## src/rtl/if_fetch.sv

```systemverilog
// Instruction fetch: one outstanding imem transaction feeding a DEPTH-entry buffer to decode.
// Latency: word visible on id_valid_o the cycle after rvalid; pc_stall_o holds the PC while busy/full/flushing.
module if_fetch #(
    parameter int DEPTH = 2
) (
    input  logic        clk,
    input  logic        rst,
    input  logic [31:0] pc_i,
    input  logic        ce_i,
    output logic        pc_stall_o,
    input  logic        flush_i,
    output logic        imem_req_o,
    output logic [31:0] imem_addr_o,
    input  logic        imem_gnt_i,
    input  logic        imem_rvalid_i,
    input  logic [31:0] imem_rdata_i,
    output logic        id_valid_o,
    input  logic        id_ready_i,
    output logic [31:0] id_pc_o,
    output logic [31:0] id_inst_o
);

    localparam int PTR_W = (DEPTH > 1) ? $clog2(DEPTH) : 1;
    localparam int CNT_W = PTR_W + 1;
    localparam logic [CNT_W-1:0] DEPTH_C = CNT_W'(DEPTH);

    typedef enum logic [1:0] {IDLE, REQ, WAIT, DROP} state_t;

    state_t            state_q, state_d;
    logic [31:0]       addr_q, addr_d;
    logic [PTR_W-1:0]  wr_ptr_q, wr_ptr_d;
    logic [PTR_W-1:0]  rd_ptr_q, rd_ptr_d;
    logic [CNT_W-1:0]  count_q, count_d;
    logic [31:0]       mem_pc_q   [DEPTH];
    logic [31:0]       mem_inst_q [DEPTH];

    logic not_full;
    logic push;
    logic pop;

    assign not_full    = count_q < DEPTH_C;
    assign push        = (state_q == WAIT) && imem_rvalid_i && !flush_i;
    assign pop         = id_valid_o && id_ready_i && !flush_i;

    assign imem_req_o  = (state_q == REQ);
    assign imem_addr_o = addr_q;
    assign pc_stall_o  = !((state_q == IDLE) && not_full && !flush_i);

    assign id_valid_o  = (count_q != '0);
    assign id_pc_o     = id_valid_o ? mem_pc_q[rd_ptr_q]   : 32'h0;
    assign id_inst_o   = id_valid_o ? mem_inst_q[rd_ptr_q] : 32'h0;

    always_comb begin
        state_d = state_q;
        addr_d  = addr_q;
        case (state_q)
            IDLE: begin
                if (ce_i && !flush_i && not_full) begin
                    addr_d  = pc_i;
                    state_d = REQ;
                end
            end
            REQ: begin
                if (imem_gnt_i) begin
                    state_d = flush_i ? DROP : WAIT;
                end else if (flush_i) begin
                    state_d = IDLE;
                end
            end
            WAIT: begin
                if (imem_rvalid_i) begin
                    state_d = IDLE;
                end else if (flush_i) begin
                    state_d = DROP;
                end
            end
            DROP: begin
                // A further flush just keeps draining; only the granted word's rvalid ends it.
                if (imem_rvalid_i) begin
                    state_d = IDLE;
                end
            end
            default: state_d = IDLE;
        endcase
    end

    always_comb begin
        wr_ptr_d = wr_ptr_q;
        rd_ptr_d = rd_ptr_q;
        count_d  = count_q;
        if (flush_i) begin
            wr_ptr_d = '0;
            rd_ptr_d = '0;
            count_d  = '0;
        end else begin
            if (push) wr_ptr_d = wr_ptr_q + PTR_W'(1);
            if (pop)  rd_ptr_d = rd_ptr_q + PTR_W'(1);
            case ({push, pop})
                2'b10:   count_d = count_q + CNT_W'(1);
                2'b01:   count_d = count_q - CNT_W'(1);
                default: count_d = count_q;
            endcase
        end
    end

    always_ff @(posedge clk or negedge rst) begin
        if (!rst) begin
            state_q  <= IDLE;
            addr_q   <= 32'h0;
            wr_ptr_q <= '0;
            rd_ptr_q <= '0;
            count_q  <= '0;
        end else begin
            state_q  <= state_d;
            addr_q   <= addr_d;
            wr_ptr_q <= wr_ptr_d;
            rd_ptr_q <= rd_ptr_d;
            count_q  <= count_d;
        end
    end

    // Storage needs no reset: outputs are masked to 0 while the buffer is empty.
    always_ff @(posedge clk) begin
        if (push) begin
            mem_pc_q[wr_ptr_q]   <= addr_q;
            mem_inst_q[wr_ptr_q] <= imem_rdata_i;
        end
    end

endmodule

```

## config.mk

```make
export PLATFORM = sky130hd
export DESIGN_NAME = if_fetch
export DESIGN_NICKNAME = d
export VERILOG_FILES = /design/src/rtl/if_fetch.sv
export SDC_FILE = /design/constraint.sdc
export NUM_CORES = 1
export LEC_CHECK = 0
export ABC_AREA = 1
export BUFFER_PORTS_ARGS = -buffer_cell sky130_fd_sc_hd__clkbuf_2
export CAP_MARGIN = 25
export CORE_ASPECT_RATIO = 0.6
export CORE_UTILIZATION = 45
export CTS_BUF_LIST = sky130_fd_sc_hd__clkbuf_4
export DETAILED_ROUTE_END_ITERATION = 7
export PLACE_DENSITY = 0.7
export REMOVE_ABC_BUFFERS = 1
export SYNTH_ARGS = -nofsm -noshare
export SYNTH_HDL_FRONTEND = slang
export SYNTH_SLANG_ARGS = --single-unit
```

## constraint.sdc

```tcl
create_clock -name clk -period 7.5 [get_ports clk]
set_clock_uncertainty 0.1 [all_clocks]
set_input_delay 1.5 -clock clk [delete_from_list [all_inputs] [get_ports clk]]
set_output_delay 1.5 -clock clk [all_outputs]
set_load 0.01 [all_outputs]
```

==> out/metrics.yaml, run 1 <==
drt:
  viasPerCell: 4.79
  drtIter0Drc: 239
  vias: 4376
  drt-total-wl_mm: 13.9
  final_antenna_net_count: 0
  wl_per_cell_um: 15.3
  first_pass_iters: 5
  drc: 0
cells_and_area:
  post-route-util_pct: 56.1
  n_fill_cell: 1202
  multiInputGateArea_mm2: 0.00145
  finalNetCount: 779
  drive_above_1_share_pct: 35.1
  diodes: 0
  seq_area_mm2: 0.00480
  area.growth.synth_to_final_pct: 18.8
clock_tree:
  clock_path_buffers: 2
  cts_setup_buffers: 0
  cts_sinks: 166
  path_clk_slew_ns: 0.14
  htreeDepth: 4
  ctsResizeCount: 0
  cts_tree: "done"
  cts-hold-fix-buffers: 0
  cts_root_buffer: "clkbuf_4"
  clock_latency_ns: 0.51
  cts_buffers: 17
sta:
  period_share_pct: 50.2
  tightest_slew_ns: 0.944
  setup_tns_ns: 0
  rsz0062_at_grt: "no"
  clock.fmax_mhz: 265
  slew_violations: 0
  finalSetupViolCount: 0
  finalHoldViolCount: 0
  fin_crit_ns: 3.77
  slew-limit-headroom_pct: 37.1
floorplan:
  start_util_pct: 47.2
  die-area_mm2: 0.0152
  fp.dieW_um: 158
  core_area_mm2: 0.0140
  rows: 33
  io_pins: 170
  die_h_um: 95.9
logic_synthesis:
  synth-async-reset-ratio_pct: 22.9
  synth_flop_cell: "edfxtp_1"
  synth_cell_types: 21
  synth_seq_cells: 166
  synth_cells: 540
  yosysMostFrequentCell: "nand2_1"
  synth_common_cells: "nand2_1, edfxtp_1, a21oi_1, inv_1, dfrtp_1"
  yosys-top-cells-area: "edfxtp_1, dfrtp_1, nand2_1"
  syn_area_mm2: 0.00661
  yosysSeqAreaShare_pct: 72.5
  yosysTopAreaCell: "edfxtp_1"
  yosysWarnings: 0
  synthDominantCellAreaShare_pct: 58.2
  synth_edf_count: 128
  synth_area_per_cell_um2: 12.2
grt:
  antenna_found_initial: 0
  grt_pass1_vias: 4168
  grt_usage_pct: 19.0
  grt_pass1_wl_mm: 21.3
  grt_overflow_total: 0
  grt_max_degree: 69
placed_design:
  routabilityCongestion: 0.749
  io_buffers: 169
  dpl.hpwl_mm: 8.77
setup_path:
  path_cells: "inv_2 -> buf_12 -> nand2_1 -> a21oi_1 -> clkbuf_2"
  slowest_stage: "inv_2"
  cp-start-kind: "register"
  cp_data_arrival_time_ns: 2.17
  required_ns: 5.90
  slowest_delay_ns: 0.48
  end_kind: "primary output"
  crit_type: "reg2out"
  worst-path-max-fanout: 34
power:
  p_sw_w: 0.00101
  peakVddDrop_v: 0.000183
  p_leak_nw: 3.42
  power_w: 0.00266
  power.share.clock_pct: 18.2
  power.internal_w: 0.00165
  seqPwrFrac_pct: 47.3
  power.density_mw_per_mm2: 339
  power_frac_comb_pct: 34.5
  p_sw_share_pct: 37.9
min_path:
  hp-class: "reg2reg"
flow_run:
  max_cap_viol_count: 0
outcome:
  status: "completed"
## power groups by stage
stage               registers (W)  logic [W]  clock network [W]
finish                    0.00126   0.000918           0.000484
global route              0.00128    0.00103           0.000533
CTS                       0.00126   0.000937           0.000500
detailed placement        0.00128   0.000933                  0
global placement          0.00127   0.000915                  0
floorplan                 0.00131   0.000472                  0
## layout by cell type (no fill, tap or decap), types with 4 or more instances in the layout
cell type,instances
nand2_1,179
clkbuf_2,169
edfxtp_1,128
a21oi_1,65
inv_1,38
dfrtp_1,37
o21ai_2,32
clkbuf_4,19
inv_2,6
nand3_1,5
nor2_1,5
buf_4,5
clkinvlp_4,4
inv_6,4
## flip-flops by register name, indices dropped and copies added (netlist names)
| register | flops |
|---|---|
| mem_pc_q | 64 |
| wr_ptr_q | 1 |
| mem_inst_q | 64 |
| count_q | 2 |
| rd_ptr_q | 1 |
| state_q | 2 |
| imem_addr_o | 32 |
## kinds of logic after synthesis
kind of cell / after synthesis / share of synthesized area (%)
simple gates: 201 / 12.4
flops: 166 / 72.5
compound gates: 102 / 9.54
buf+inv: 71 / 5.55
## cell type report
cell class	instances	area share, %
flip-flops and latches	166	61.1
repair buffers	176	11.9
inverters	44	2.10
multi-input cells	303	18.5
well taps	192	3.06
clock buffers	19	1.82
clock inverters	13	1.55
## critical path: cells and delay by family, from the launching register on
kind                   cells  cell delay (ns)
buffers and inverters      3             0.93
flip-flops                 1             0.43
AO/OA/AOI/OAI              1             0.21
AND/OR/NAND/NOR            1             0.07
## final timing paths
kind,from,to,slack [ns],cells after the start
min in group asynchronous,rst,imem_addr_o[22],0.86,1
worst min register to register,imem_addr_o[3],mem_pc_q[1][3],0.39,0
worst max-delay path,rd_ptr_q,id_pc_o[4],3.73,5
worst max register to register,state_q[0],mem_inst_q[0][23],5.05,6
worst min-delay path,imem_addr_o[3],mem_pc_q[1][3],0.39,0
max in group asynchronous,rst,imem_addr_o[8],5.90,2
## layer usage
layer	vias to the layer above	wire (µm)	track usage, %
met5	-	0	0
met2	168	6220	29.8
li1	2160	-	-
met3	4	1190	6.57
met4	0	57	5.53
met1	2044	6480	25.3
## stage by stage
step           cell area, µm²  worst slack (ns)  hold WS, ns  cells
3_3_place_gp             7540              3.89        0.375    879
3_5_place_dp             7560              3.89        0.380    880
2_1_floorplan            6410             0.802        0.401    513
6_report                 7850              3.73        0.391    913
5_1_grt                  7850              3.49        0.414    913
4_1_cts                  7820              3.62        0.394    912
Power figures use the tool's default switching activity.
==> run 2: changes to the inputs <==
clock period = 3.62 ns   (was 7.5 ns; I/O delays follow)
==> run 2 against run 1 <==
Sequential power is 110% higher. Final cell count did not move. Global-route usage increased by 0.99 points. Die area is the same. Register-to-register slack worse by 3.6 ns. Power increased by 110%. Critical path depth is the same. Worst setup slack worse by 3.1 ns.
==> out/metrics.yaml, run 2 (same netlist as run 1, synthesis figures left out) <==
grt:
  grt_overflow_total: 0  # unchanged
  grt_pass1_vias: 4336  # was 4168
  grt_max_degree: 66  # was 69
  grt_usage_pct: 20.0  # was 19.0%
  antenna_found_initial: 0  # unchanged
  grt_pass1_wl_mm: 22.2  # was 21.3 mm
sta:
  slew_violations: 0  # unchanged
  clock.fmax_mhz: 330
  slew-limit-headroom_pct: 37.4  # was 37.1%
  finalSetupViolCount: 0  # unchanged
  fin_crit_ns: 3.03
  whs_ns: 0.0539  # was 0.391 ns
  rsz0062_at_grt: "no"  # unchanged
  period_share_pct: 83.8
  tightest_slew_ns: 0.939  # was 0.944 ns
  finalHoldViolCount: 0  # unchanged
outcome:
  status: "completed"  # unchanged
drt:
  first_pass_iters: 5  # unchanged
  drt-total-wl_mm: 14.4  # was 13.9 mm
  viasPerCell: 4.87  # was 4.79
  drc: 0  # unchanged
  drtIter0Drc: 357  # was 239
  final_antenna_net_count: 0  # unchanged
  vias: 4447  # was 4376
  wl_per_cell_um: 15.8  # was 15.3 µm
cells_and_area:
  area.growth.synth_to_final_pct: 19.7  # was 18.8%
  fin_area_mm2: 0.00791  # was 0.00785 mm²
  final_common_cell: "nand2_1"  # unchanged
  drive_above_1_share_pct: 35.0  # was 35.1%
  diodes: 0  # unchanged
  mostFrequentLayoutCells: "nand2_1, clkbuf_2, edfxtp_1"  # unchanged
  finalNetCount: 779  # unchanged
  n_fill_cell: 1152  # was 1202
  fin_cells: 913  # unchanged
clock_tree:
  clock_path_buffers: 2  # unchanged
  path_clk_slew_ns: 0.14  # about the same
  htreeDepth: 4  # unchanged
  cts-hold-fix-buffers: 0  # unchanged
  cts_sinks: 166  # unchanged
  ctsResizeCount: 0  # unchanged
  cts_buffers: 17  # unchanged
  cts_root_buffer: "clkbuf_4"  # unchanged
  cts_tree: "done"  # unchanged
  cts_setup_buffers: 0  # unchanged
  clock_latency_ns: 0.54  # was 0.51 ns
floorplan:
  core_area_mm2: 0.0140  # unchanged
  fp.dieW_um: 158  # unchanged
  io_pins: 170  # unchanged
  die_h_um: 95.9  # unchanged
  rows: 33  # unchanged
  die-area_mm2: 0.0152  # unchanged
  start_util_pct: 47.2  # unchanged
flow_run:
  max_cap_viol_count: 0  # unchanged
setup_path:
  crit_type: "reg2out"  # unchanged
  cp-start-kind: "register"  # unchanged
  path_cells: "inv_2 -> buf_12 -> nand2_1 -> a21oi_1 -> clkbuf_2"  # unchanged
  slowest_stage: "dfrtp_2"  # was inv_2
  worst-path-max-fanout: 38  # was 34
  slowest_delay_ns: 0.43  # was 0.48 ns
  cp_data_arrival_time_ns: 2.21  # was 2.17 ns
  end_kind: "primary output"  # unchanged
  reg2regPathDepth: 6  # unchanged
  required_ns: 2.80  # was 5.90 ns
power:
  power_w: 0.00568  # was 0.00266 W
  peakVddDrop_v: 0.000346  # was 0.000183 V
  power.density_mw_per_mm2: 719  # was 339 mW/mm²
  p_leak_nw: 3.46  # was 3.42 nW
placed_design:
  dpl_cell_area_mm2: 0.00761  # was 0.00756 mm²
  routabilityCongestion: 0.761  # was 0.749
  io_buffers: 169  # unchanged
  dp.cells: 881  # was 880
  dpl.hpwl_mm: 9.25  # was 8.77 mm
min_path:
  hp-class: "in2async"  # was reg2reg
## run 2: cell types whose count changed in the layout (fill, tap and decap cells not counted)
cell | before | now
clkinvlp_4 | 4 | 1
bufinv_16 | 1 | 3
clkinv_2 | 1 | 3
buf_4 | 5 | 3
inv_6 | 4 | 2
buf_12 | 1 | 3
clkinv_1 | 1 | 2
## run 2: layout make-up
cell class / count / area (µm²) / share of cell area (%)
clock inverter: 13 / 155 / 1.96
multi-input combinational: 303 / 1450 / 18.4
tap: 192 / 240 / 3.04
inverter: 44 / 165 / 2.09
timing repair buffer: 176 / 956 / 12.1
clock buffer: 19 / 143 / 1.80
sequential: 166 / 4800 / 60.6
## run 2: power by group
group | switching, W | total [W] | internal (W)
clock | 0.000629 | 0.00112 | 0.000493
combinational | 0.00126 | 0.00195 | 0.000690
sequential | 0.000222 | 0.00261 | 0.00239
total | 0.00211 | 0.00568 | 0.00357
## run 2: through the flow
| stage | worst slack, ns | setup TNS, ns | util [%] |
|---|---|---|---|
| final | 0.587 | 0 | 56.5 |
| after global routing | 0.424 | 0 | 56.5 |
| after CTS | 0.525 | 0 | 56.5 |
| after detailed placement | 1.07 | 0 | 54.4 |
| after global placement | 1.13 | 0 | 54.2 |
| after floorplan | -2.30 | -147.33 | - |
## run 2: per-layer routing
layer  part of all wire (%)  track usage [%]  wire [µm]
met2                     44             30.8       6320
met3                     10             7.11       1460
met4                   0.89             5.69        128
met5                      0                0          0
met1                     45             26.9       6510
## run 2: path summary, 6_finish.rpt
kind / from / to / slack (ns)
setup / recovery: rd_ptr_q / id_pc_o[17] / 0.59
hold / removal: rst / imem_addr_o[22] / 0.05
setup reg to reg: state_q[0] / mem_pc_q[0][0] / 1.46
hold reg to reg: imem_addr_o[16] / mem_pc_q[0][16] / 0.40
max in group asynchronous: rst / imem_addr_o[16] / 2.82
min in group clk: imem_rdata_i[10] / mem_inst_q[0][10] / 0.26
## run 2: critical path: cells and delay by family (launching register included)
family,cells,cell delay [ns]
flops,1,0.43
simple gates,1,0.08
buf+inv,3,0.88
compound gates,1,0.24
==> run 3: changes to the inputs <==
clock period = 2.8 ns   (was 3.62 ns; I/O delays follow)
==> run 3 against run 2 <==
Global-route usage down 0.40 points. First-iteration DRC count down 28%. Sequential power rose by 30%. Wire length is 1.4% lower. Via count up 1.1%. Count of clock-buffer cells in the layout stayed put. Register-to-register slack lost 0.56 ns. Critical path depth unchanged. Critical endpoint is now id_pc_o[16]. Largest cell class unchanged. Largest power group unchanged.
==> out/metrics.yaml, run 3 (same netlist as run 1, synthesis figures left out) <==
outcome:
  status: "completed"  # unchanged
setup_path:
  crit_start: "rd_ptr_q"  # unchanged
  cp-endpoint: "id_pc_o[16]"  # was id_pc_o[17]
  slowest_delay_ns: 0.44  # was 0.43 ns
  reg2reg_setup_slack_ns: 0.90  # was 1.46 ns
  reg2reg_to: "mem_pc_q[0][0]"  # unchanged
  required_ns: 2.14  # was 2.80 ns
  crit_type: "reg2out"  # unchanged
  cp_data_arrival_time_ns: 1.93  # was 2.21 ns
  path_cells: "clkinv_2 -> buf_12 -> nand2_1 -> a21oi_1 -> clkbuf_2"  # was inv_2 -> buf_12 -> nand2_1 -> a21oi_1 -> clkbuf_2
  reg2regPathDepth: 6  # unchanged
  reg2reg_from: "state_q[0]"  # unchanged
  worst-path-max-fanout: 32  # was 38
  end_kind: "primary output"  # unchanged
  cp-start-kind: "register"  # unchanged
  slowest_stage: "dfrtp_2"  # unchanged
sta:
  period_share_pct: 92.3
  tightest_slew_ns: 0.527  # was 0.939 ns
  slew_violations: 0  # unchanged
  whs_ns: 0.112  # was 0.0539 ns
  rsz0062_at_grt: "no"  # unchanged
  clock.fmax_mhz: 387
  fin_crit_ns: 2.59
  setup_slack_ns: 0.215  # was 0.587 ns
  slew-limit-headroom_pct: 64.9  # was 37.4%
  finalSetupViolCount: 0  # unchanged
  finalHoldViolCount: 0  # unchanged
drt:
  drc: 0  # unchanged
  drt-total-wl_mm: 14.2  # was 14.4 mm
  viasPerCell: 4.90  # was 4.87
  first_pass_iters: 5  # unchanged
  vias: 4494  # was 4447
  wl_per_cell_um: 15.5  # was 15.8 µm
  drtIter0Drc: 257  # was 357
  final_antenna_net_count: 0  # unchanged
clock_tree:
  clock_path_buffers: 2  # unchanged
  cts_sinks: 166  # unchanged
  cts_tree: "done"  # unchanged
  cts_buffers: 17  # unchanged
  cts_setup_buffers: 0  # unchanged
  clock_latency_ns: 0.52  # was 0.54 ns
  cts_root_buffer: "clkbuf_4"  # unchanged
  htreeDepth: 4  # unchanged
  path_clk_slew_ns: 0.15  # was 0.14 ns
placed_design:
  dp.cells: 884  # was 881
  dp_slack_ns: 0.636  # was 1.07 ns
  routabilityCongestion: 0.784  # was 0.761
  io_buffers: 169  # unchanged
  dpl.hpwl_mm: 9.19  # was 9.25 mm
  dpl_cell_area_mm2: 0.00761  # about the same
cells_and_area:
  mostFrequentLayoutCells: "nand2_1, clkbuf_2, edfxtp_1"  # unchanged
  finalNetCount: 783  # was 779
  multiInputGateArea_mm2: 0.00145  # unchanged
  drive_above_1_share_pct: 35.3  # was 35.0%
  n_fill_cell: 1192  # was 1152
  final_common_cell: "nand2_1"  # unchanged
  fin_cells: 917  # was 913
  area.growth.synth_to_final_pct: 19.1  # was 19.7%
  fin_area_mm2: 0.00787  # was 0.00791 mm²
  seq_area_mm2: 0.00480  # unchanged
  post-route-util_pct: 56.2  # was 56.5%
  diodes: 0  # unchanged
floorplan:
  fp.dieW_um: 158  # unchanged
  die_h_um: 95.9  # unchanged
  die-area_mm2: 0.0152  # unchanged
  start_util_pct: 47.2  # unchanged
  rows: 33  # unchanged
  io_pins: 170  # unchanged
  core_area_mm2: 0.0140  # unchanged
grt:
  antenna_found_initial: 0  # unchanged
  grt_usage_pct: 19.6  # was 20.0%
  grt_overflow_total: 0  # unchanged
  grt_pass1_wl_mm: 21.9  # was 22.2 mm
  grt_pass1_vias: 4370  # was 4336
  grt_max_degree: 66  # unchanged
power:
  power.density_mw_per_mm2: 902  # was 719 mW/mm²
  p_leak_nw: 3.42  # was 3.46 nW
  peakVddDrop_v: 0.000413  # was 0.000346 V
flow_run:
  max_cap_viol_count: 0  # unchanged
min_path:
  hp-class: "in2reg"  # was in2async
-- run 3: changes by cell type in the layout (fill, tap and decap cells not counted), sizes merged --
cell         delta
clkinvlp        +5
dlygate4sd3     +1
buf             +3
clkinv          -2
bufinv          -3
-- run 3: report_power, final --
part           internal [W]  switching, W
logic              0.000888       0.00160
clock network      0.000379      0.000853
registers           0.00309      0.000285
-- run 3: how the worst min path moves through the flow --
stage	startpoint	to	slack (ns)	cells after the start
after floorplan	rst	count_q[0]	0.16	0
after global placement	imem_addr_o[18]	mem_pc_q[0][18]	0.38	0
after detailed placement	imem_addr_o[23]	mem_pc_q[0][23]	0.39	0
after CTS	imem_rdata_i[2]	mem_inst_q[0][2]	0.06	1
after global routing	imem_rdata_i[15]	mem_inst_q[0][15]	0.03	1
final	imem_rdata_i[25]	mem_inst_q[1][25]	0.11	1
-- run 3: timing repair --
item,4_1_cts,5_1_grt
hold buffers,1,0
setup endpoints to repair,0,37
gates resized for setup,0,2
hold endpoints to repair,14,0
-- run 3: per-layer routing --
metal	GRT usage (%)	vias to the layer above	part of all wire, %
li1	-	2167	-
met1	25.0	2130	44
met2	31.6	186	45
met3	7.20	11	9.6
met4	5.85	0	0.90
met5	0	-	0
-- run 3: layout make-up --
cell class	instances	share of cell area (%)
flip-flops and latches	166	60.9
multi-input cells	303	18.5
repair buffers	180	12.4
well taps	192	3.05
inverters	44	2.11
clock buffers	19	1.81
clock inverters	13	1.29
-- run 3: through the flow --
| step | setup TNS [ns] | power (W) |
|---|---|---|
| 2_1_floorplan | -215.94 | 0.00477 |
| 3_5_place_dp | 0 | 0.00595 |
| 3_3_place_gp | 0 | 0.00587 |
| 6_report | 0 | 0.00710 |
| 4_1_cts | 0 | 0.00717 |
| 5_1_grt | 0 | 0.00757 |
-- run 3: critical path: cells and delay by family (launching register included) --
kind,cells,cell delay (ns)
flip-flops,1,0.44
buffers and inverters,3,0.69
AND/OR/NAND/NOR,1,0.07
AO/OA/AOI/OAI,1,0.20
